`src/rtl/wqe_seg_parser.sv`:
```
// WQE segment parser: splits the 128-bit segment stream into one header record
// per WQE followed by its ordered scatter/gather entries.
//
// state   | meaning
// CTRL_s  | waiting for / accepting the ctrl segment of a new WQE
// RADDR_s | accepting the remote-address segment
// HDR_s   | header record presented, waiting for hdr_ready
// DATA_s  | forwarding data segments through the one-entry SGE register
// DRAIN_s | last SGE loaded, waiting for it to be taken
module wqe_seg_parser #(
  parameter logic [31:0] RADDR_OP_MASK = 32'h0000_0118
) (
  input  logic         clk,
  input  logic         rst,
  input  logic         wqe_seg_valid,
  input  logic [127:0] wqe_seg_data,
  output logic         wqe_seg_ready,
  output logic         hdr_valid,
  input  logic         hdr_ready,
  output logic [4:0]   hdr_opcode,
  output logic [23:0]  hdr_qpn,
  output logic [31:0]  hdr_imm,
  output logic [63:0]  hdr_raddr,
  output logic [31:0]  hdr_rkey,
  output logic [5:0]   hdr_sge_num,
  output logic         hdr_err,
  output logic         sge_valid,
  input  logic         sge_ready,
  output logic [31:0]  sge_len,
  output logic [31:0]  sge_lkey,
  output logic [63:0]  sge_laddr,
  output logic         sge_last
);

  typedef enum logic [2:0] {
    CTRL_s  = 3'd0,
    RADDR_s = 3'd1,
    HDR_s   = 3'd2,
    DATA_s  = 3'd3,
    DRAIN_s = 3'd4
  } state_t;

  state_t     state;
  logic [5:0] sge_left;

  logic [4:0] seg_opcode;
  logic [5:0] seg_ds;
  logic       seg_has_raddr;
  logic [6:0] seg_need;
  logic [6:0] seg_diff;
  logic       seg_err;
  logic [5:0] seg_sge_num;
  logic       seg_accept;

  assign seg_opcode    = wqe_seg_data[4:0];
  assign seg_ds        = wqe_seg_data[13:8];
  assign seg_has_raddr = RADDR_OP_MASK[seg_opcode];
  assign seg_need      = 7'd1 + {6'd0, seg_has_raddr};
  assign seg_diff      = {1'b0, seg_ds} - seg_need;
  // size check is done in 7 bits so a too-small ds flags an error instead of wrapping
  assign seg_err       = ({1'b0, seg_ds} < seg_need);
  assign seg_sge_num   = seg_err ? 6'd0 : seg_diff[5:0];
  assign seg_accept    = wqe_seg_valid && wqe_seg_ready;

  always_comb begin
    wqe_seg_ready = 1'b0;
    if (!rst) begin
      case (state)
        CTRL_s, RADDR_s: wqe_seg_ready = 1'b1;
        DATA_s:          wqe_seg_ready = !sge_valid || sge_ready;
        default:         wqe_seg_ready = 1'b0;
      endcase
    end
  end

  always_ff @(posedge clk) begin
    if (rst) begin
      state       <= CTRL_s;
      sge_left    <= 6'd0;
      hdr_valid   <= 1'b0;
      hdr_opcode  <= 5'd0;
      hdr_qpn     <= 24'd0;
      hdr_imm     <= 32'd0;
      hdr_raddr   <= 64'd0;
      hdr_rkey    <= 32'd0;
      hdr_sge_num <= 6'd0;
      hdr_err     <= 1'b0;
      sge_valid   <= 1'b0;
      sge_len     <= 32'd0;
      sge_lkey    <= 32'd0;
      sge_laddr   <= 64'd0;
      sge_last    <= 1'b0;
    end else begin
      if (sge_valid && sge_ready) begin
        sge_valid <= 1'b0;
      end

      case (state)
        CTRL_s: begin
          if (seg_accept) begin
            hdr_opcode  <= seg_opcode;
            hdr_qpn     <= wqe_seg_data[55:32];
            hdr_imm     <= wqe_seg_data[95:64];
            hdr_raddr   <= 64'd0;
            hdr_rkey    <= 32'd0;
            hdr_sge_num <= seg_sge_num;
            hdr_err     <= seg_err;
            if (seg_err || !seg_has_raddr) begin
              hdr_valid <= 1'b1;
              state     <= HDR_s;
            end else begin
              state     <= RADDR_s;
            end
          end
        end

        RADDR_s: begin
          if (seg_accept) begin
            hdr_raddr <= wqe_seg_data[63:0];
            hdr_rkey  <= wqe_seg_data[95:64];
            hdr_valid <= 1'b1;
            state     <= HDR_s;
          end
        end

        HDR_s: begin
          if (hdr_ready) begin
            hdr_valid <= 1'b0;
            if (hdr_err || (hdr_sge_num == 6'd0)) begin
              state <= CTRL_s;
            end else begin
              sge_left <= hdr_sge_num;
              state    <= DATA_s;
            end
          end
        end

        DATA_s: begin
          if (seg_accept) begin
            sge_valid <= 1'b1;
            sge_len   <= wqe_seg_data[31:0];
            sge_lkey  <= wqe_seg_data[63:32];
            sge_laddr <= wqe_seg_data[127:64];
            sge_last  <= (sge_left == 6'd1);
            sge_left  <= sge_left - 6'd1;
            if (sge_left == 6'd1) begin
              state <= DRAIN_s;
            end
          end
        end

        DRAIN_s: begin
          // next WQE is held off until the final SGE has left the register
          if (!sge_valid || sge_ready) begin
            state <= CTRL_s;
          end
        end

        default: state <= CTRL_s;
      endcase
    end
  end

endmodule
```
`config.mk`:
```
export PLATFORM = sky130hd
export DESIGN_NAME = wqe_seg_parser
export DESIGN_NICKNAME = d
export VERILOG_FILES = /design/src/rtl/wqe_seg_parser.sv
export SDC_FILE = /design/constraint.sdc
export NUM_CORES = 1
export LEC_CHECK = 0
export CAP_MARGIN = 5
export CORE_AREA = 2 2 167 169
export CTS_CLUSTER_DIAMETER = 150
export DETAILED_ROUTE_END_ITERATION = 6
export DIE_AREA = 0 0 169 171
export HOLD_SLACK_MARGIN = 0.15
export PLACE_DENSITY_LB_ADDON = 0.08
export SLEW_MARGIN = 30
export SYNTH_ARGS = -nofsm -noshare
export SYNTH_HDL_FRONTEND = slang
export SYNTH_SLANG_ARGS = --single-unit
export TNS_END_PERCENT = 100
```
`constraint.sdc`:
```
create_clock -name clk -period 4.17 [get_ports clk]
set_clock_uncertainty 0.2 [all_clocks]
set_input_delay 0.834 -clock clk [delete_from_list [all_inputs] [get_ports clk]]
set_output_delay 0.834 -clock clk [all_outputs]
set_load 0.005 [all_outputs]
```
# After elaboration in Yosys (flattened, before gate mapping)
# Memories as Yosys holds them, arrays and structs flattened.
# Index checks and enable logic that the tools add are counted.
# totals
register_bits	304
output_inout_bits	296
input_bits	133
romBits	32
n_memories	1
wordCells	84
# mem_list
name	depth	word_bits	read_ports	rd_clocked_by_memory_dff	wr	line_no	source
(no name shown)	32	1	1	0	0	57	assign seg_has_raddr = RADDR_OP_MASK[seg_opcode];
# classes
n_addsub	3
n_reduce_logical	19
n_lt_le_gt_ge	2
n_mux	31
eq_ne	13
# ops
op	count
2-to-1 mux 64 bit	2
case mux 64 bit (2 select lines)	1
2-to-1 mux 32 bit	2
case mux 32 bit (2 select lines)	1
2-to-1 mux 6 bit	4
2-to-1 mux 3 bit	6
inequality test 2 bit (second input constant)	8
case mux 3 bit (5 select lines)	1
case mux 6 bit (2 select lines)	1
2-to-1 mux 1 bit	9
equality test 3 x 2 -> 1 bit (second input constant)	2
equality test 6 x 1 -> 1 bit (second input constant)	1
zero test 6 bit	1
< comparator 5 x 6 -> 1 bit (second input constant)	1
< comparator 6 x 2 -> 1 bit	1
AND reduction 6 bit	1
subtractor 6 x 1 -> 6 bit (second input constant)	1
subtractor 6 x 2 -> 6 bit	1
AND reduction 5 bit	1
2-to-1 mux 2 bit	2
AND reduction 2 bit	2
AND reduction 4 bit	1
nonzero test 2 bit	2
equality test 3 x 1 -> 1 bit (second input constant)	1
other kinds (11)	15

# Depth between registers and ports, before layout
# logic_depth
ltp_word	8
ltp_mapped	11
mapped_depth_nobuf	11

# Worst setup path after synthesis
# No wires, ideal clock.
# synth_timing
path_type	input-to-reg
from	in wqe_seg_data[2]
to	reg state[0]
arrival_time_ns	2.903
setup_time_ns	0.130
required_time_ns	3.840
setup_slack_ns	0.937
path_stages	11
path_buffers	0
cell_sequence	nor4b_1 > a311oi_1 > or2_2 > ha_1 > inv_1 > fa_1 > or3_1 > nor3_1 > or4_1 > o311a_1 > nor3_2
# synth_via
elab_chain_len	8
word_cells_on_any_way	9
classes_between	add/sub (1); order compare (1); mux (4); reduce/logical (2); memory (1)
# synth_lines
item	line_no	source
start: declaration	16	input logic [127:0] wqe_seg_data,
memory (32 x 1 bit) (*)	--	
2-to-1 mux 1 bit (not written as such) (*)	57	
adder 1 x 1 -> 2 bit	58	assign seg_need = 7'd1 + {6'd0, seg_has_raddr};
< comparator 6 x 2 -> 1 bit	61	assign seg_err = ({1'b0, seg_ds} < seg_need);
logical OR 1 bit (*)	108	if (seg_err || !seg_has_raddr) begin
2-to-1 mux 2 bit (*)	108	
2-to-1 mux 3 bit (*)	100	if (seg_accept) begin
case mux 3 bit (5 select lines) (*)	98	case (state)
end signal: assignment	110	state <= HDR_s;
end signal: assignment	112	state <= RADDR_s;
end signal: assignment	122	state <= HDR_s;
end: declaration	43	state_t state;
# Mark *: on every way between the ends. The rest lies on a longest branch, timed or not. The select of a mux whose other input is x is not followed.
# A chain may end at the register's enable or synchronous reset.

# Worst setup path in the final report
# layout_timing
from	in wqe_seg_data[1]
to	reg state[0]
# The elaborated chain is that of the path after synthesis.

==> results.toml <==
[power_and_ir_drop]
vdd_drop_max_mv = 0.435
p_leak_nw = 5.56
power_density_nw_per_um2 = 452

[critical_path]
crit_family = "simple AND/OR/NAND/NOR gates"
cp.arrival_ns = 3.80
critPathMaxFanout = 6
path_class = "primary input to register"
crit_slowest_cell = "clkdlybuf4s50_1"
path_cells = "clkdlybuf4s50_1 > nor4b_1 > a311oi_1 > or2_2 > ha_1 > inv_1 > fa_1 > or3_1 > nor3_1 > or4_1 > o311a_1 > nor3_2"
cp.required_ns = 4.34
max_stage_delay_ns = 0.57
endpoint_kind = "register"
critPathLaunchType = "primary input"
crit_buf_inv = 2

[detailed_routing]
vias = 10829
wl_per_cell_um = 17.4
drcViolationCount = 0
drt_iter0_drc = 646
first_pass_iters = 5
drtAntennaViolNets = 0
wl_um = 37000
routed_via_density = 5.08

[die]
io_pins = 429
start_util_pct = 40.4
rows = 61
die_area_sq_um = 28900
chipWidth_um = 169
die_h_um = 171
coreArea_sq_um = 27300

[cells_and_area]
fillers = 2441
post-route-util_pct = 61.1
fin_area_sq_um = 16700
drive_gt1_share_pct = 4.37
final_cell_mix = "nand2_1 (486), clkdlybuf4s50_1 (427), dfxtp_1 (303)"
antennaDiodeCount = 0
syn_to_final_growth_pct = 51.3
layout_commonest_cell = "nand2_1"
final_nets = 1903

[logic_synthesis]
ys_async_sr_fraction_pct = 0
synth_edf_count = 0
ys_ff_latch = 304
ys_warn_count = 0
syn_inst = 1398
synth_ff_type = "dfxtp_1"
ys_seq_area_share_pct = 55.1
post_synth.cell_area_avg_sq_um = 7.89
syn_nets = 1536
netlist_area_sq_um = 11000
yosysUniqueCellTypes = 47

[sta]
drv_slew = 0
rsz0062_at_grt = "false"
slew_headroom_pct = 41.5
setup_violations = 0
finalHoldViolCount = 0
max_freq_ghz = 0.275
worstMarginPinSlew_ns = 0.877
fin_hold_ws_ns = 0.247
fin_ws_ns = 0.540
period_needed_ns = 3.63
period_share_pct = 87.0
fin_tns_setup_ns = 0

[clock_tree]
numCtsBuffers = 35
cts_buffer_depth = 3
clockRootBuffer = "clkbuf_16"
cts_resized = 0
cts_tree = "done"
insertion_delay_ns = 0.50
clkSinkCount = 304
cts_setup_buffers = 0
postCtsHoldBufs = 0
htreeDepth = 2
clk_pin_slew_ns = 0.05

[global_routing]
grt_pass1_wl_um = 56100
grt_start_max_net_pins = 186
first_global_vias = 9804
grt_util_all_layers_pct = 24.2
gr-total-overflow = 0
grt_antenna_before_repair = 1

[placed_design]
pre_cts_slack_ns = 0.0390
io_buffers = 428
gp_congestion = 0.804
place_hpwl_um = 23700
placed_cell_area_sq_um = 15500

[run_status]
status = "complete, no violations"

[min_path]
hold_path.class = "register to register"

[flow_run]
drv_cap = 0
state kept, by name, indices dropped and copies added, names as in the netlist, 3 cells and up:
name	count
sge_laddr	64
hdr_raddr	64
hdr_rkey	32
hdr_imm	32
sge_left	6
sge_lkey	32
sge_len	32
hdr_opcode	5
hdr_qpn	24
state	3
hdr_sge_num	6
power by group:
part / switching (mW) / leakage (nW) / internal (mW) / total [mW]
combinational: 0.636 / 2.52 / 0.525 / 1.16
clock: 1.17 / 0.587 / 2.01 / 3.18
sequential: 0.148 / 2.46 / 3.06 / 3.21
per-stage QoR:
step / cells / power [mW]
detailed placement: 2074 / 4.44
global route: 2131 / 7.86
floorplan: 1398 / 3.78
CTS: 2131 / 7.63
global placement: 2074 / 4.43
finish: 2131 / 7.54
path summary, 6_finish.rpt:
path / from / slack [ns] / endpoint / cells past startpoint
worst max register to register: state[0] / 1.50 / state[2] / 5
worst max-delay path: wqe_seg_data[1] / 0.54 / state[0] / 12
worst min register to register: hdr_raddr[26] / 0.25 / hdr_raddr[26] / 2
worst min-delay path: hdr_raddr[26] / 0.25 / hdr_raddr[26] / 2
cell usage after synthesis, drive strengths merged, types with 6 or more instances:
cell | instances | area, sq um
nor3 | 7 | 40.0
a21oi | 300 | 1500
nor2 | 20 | 75.1
o21ai | 7 | 35.0
inv | 6 | 22.5
buf | 37 | 193
nand2 | 486 | 1820
dfxtp | 304 | 6090
nand3 | 101 | 505
clkbuf | 76 | 285
layer usage:
layer  GRT usage (%)  vias to the layer above  part of all wire [%]
met5               0                        -                 0.035
met4            6.50                        2                   2.0
met3            7.80                       46                   8.7
met2            41.1                      348                    49
met1            29.8                     5083                    40
li1                -                     5350                     -
logic make-up after synthesis:
family	share of synthesized area, %
xor gates and xnor gates	0.159
AOI/OAI and AO/OA	15.3
adders and majority gates	0.635
and+or+nand+nor	24.1
buffers and inverters	4.53
DFF	55.1
muxes	0.181
worst reg2reg max path, cell delays in order, from the launching register on:
cell and delay (ns):
dfxtp_4 0.77, and3b_1 0.48, and4_4 0.29, buf_4 0.44, nand3_1 0.24, a21oi_1 0.18
cell type report:
class / instances / area [sq um] / share of cell area, %
Inverter: 6 / 22.5 / 0.135
Timing Repair Buffer: 443 / 4460 / 26.7
Clock inverter: 6 / 133 / 0.794
Sequential cell: 304 / 6090 / 36.5
Tap cell: 346 / 433 / 2.59
Multi-Input combinational cell: 975 / 4480 / 26.9
Clock buffer: 51 / 1070 / 6.40
No activity file was read; power rests on OpenSTA's default activity.
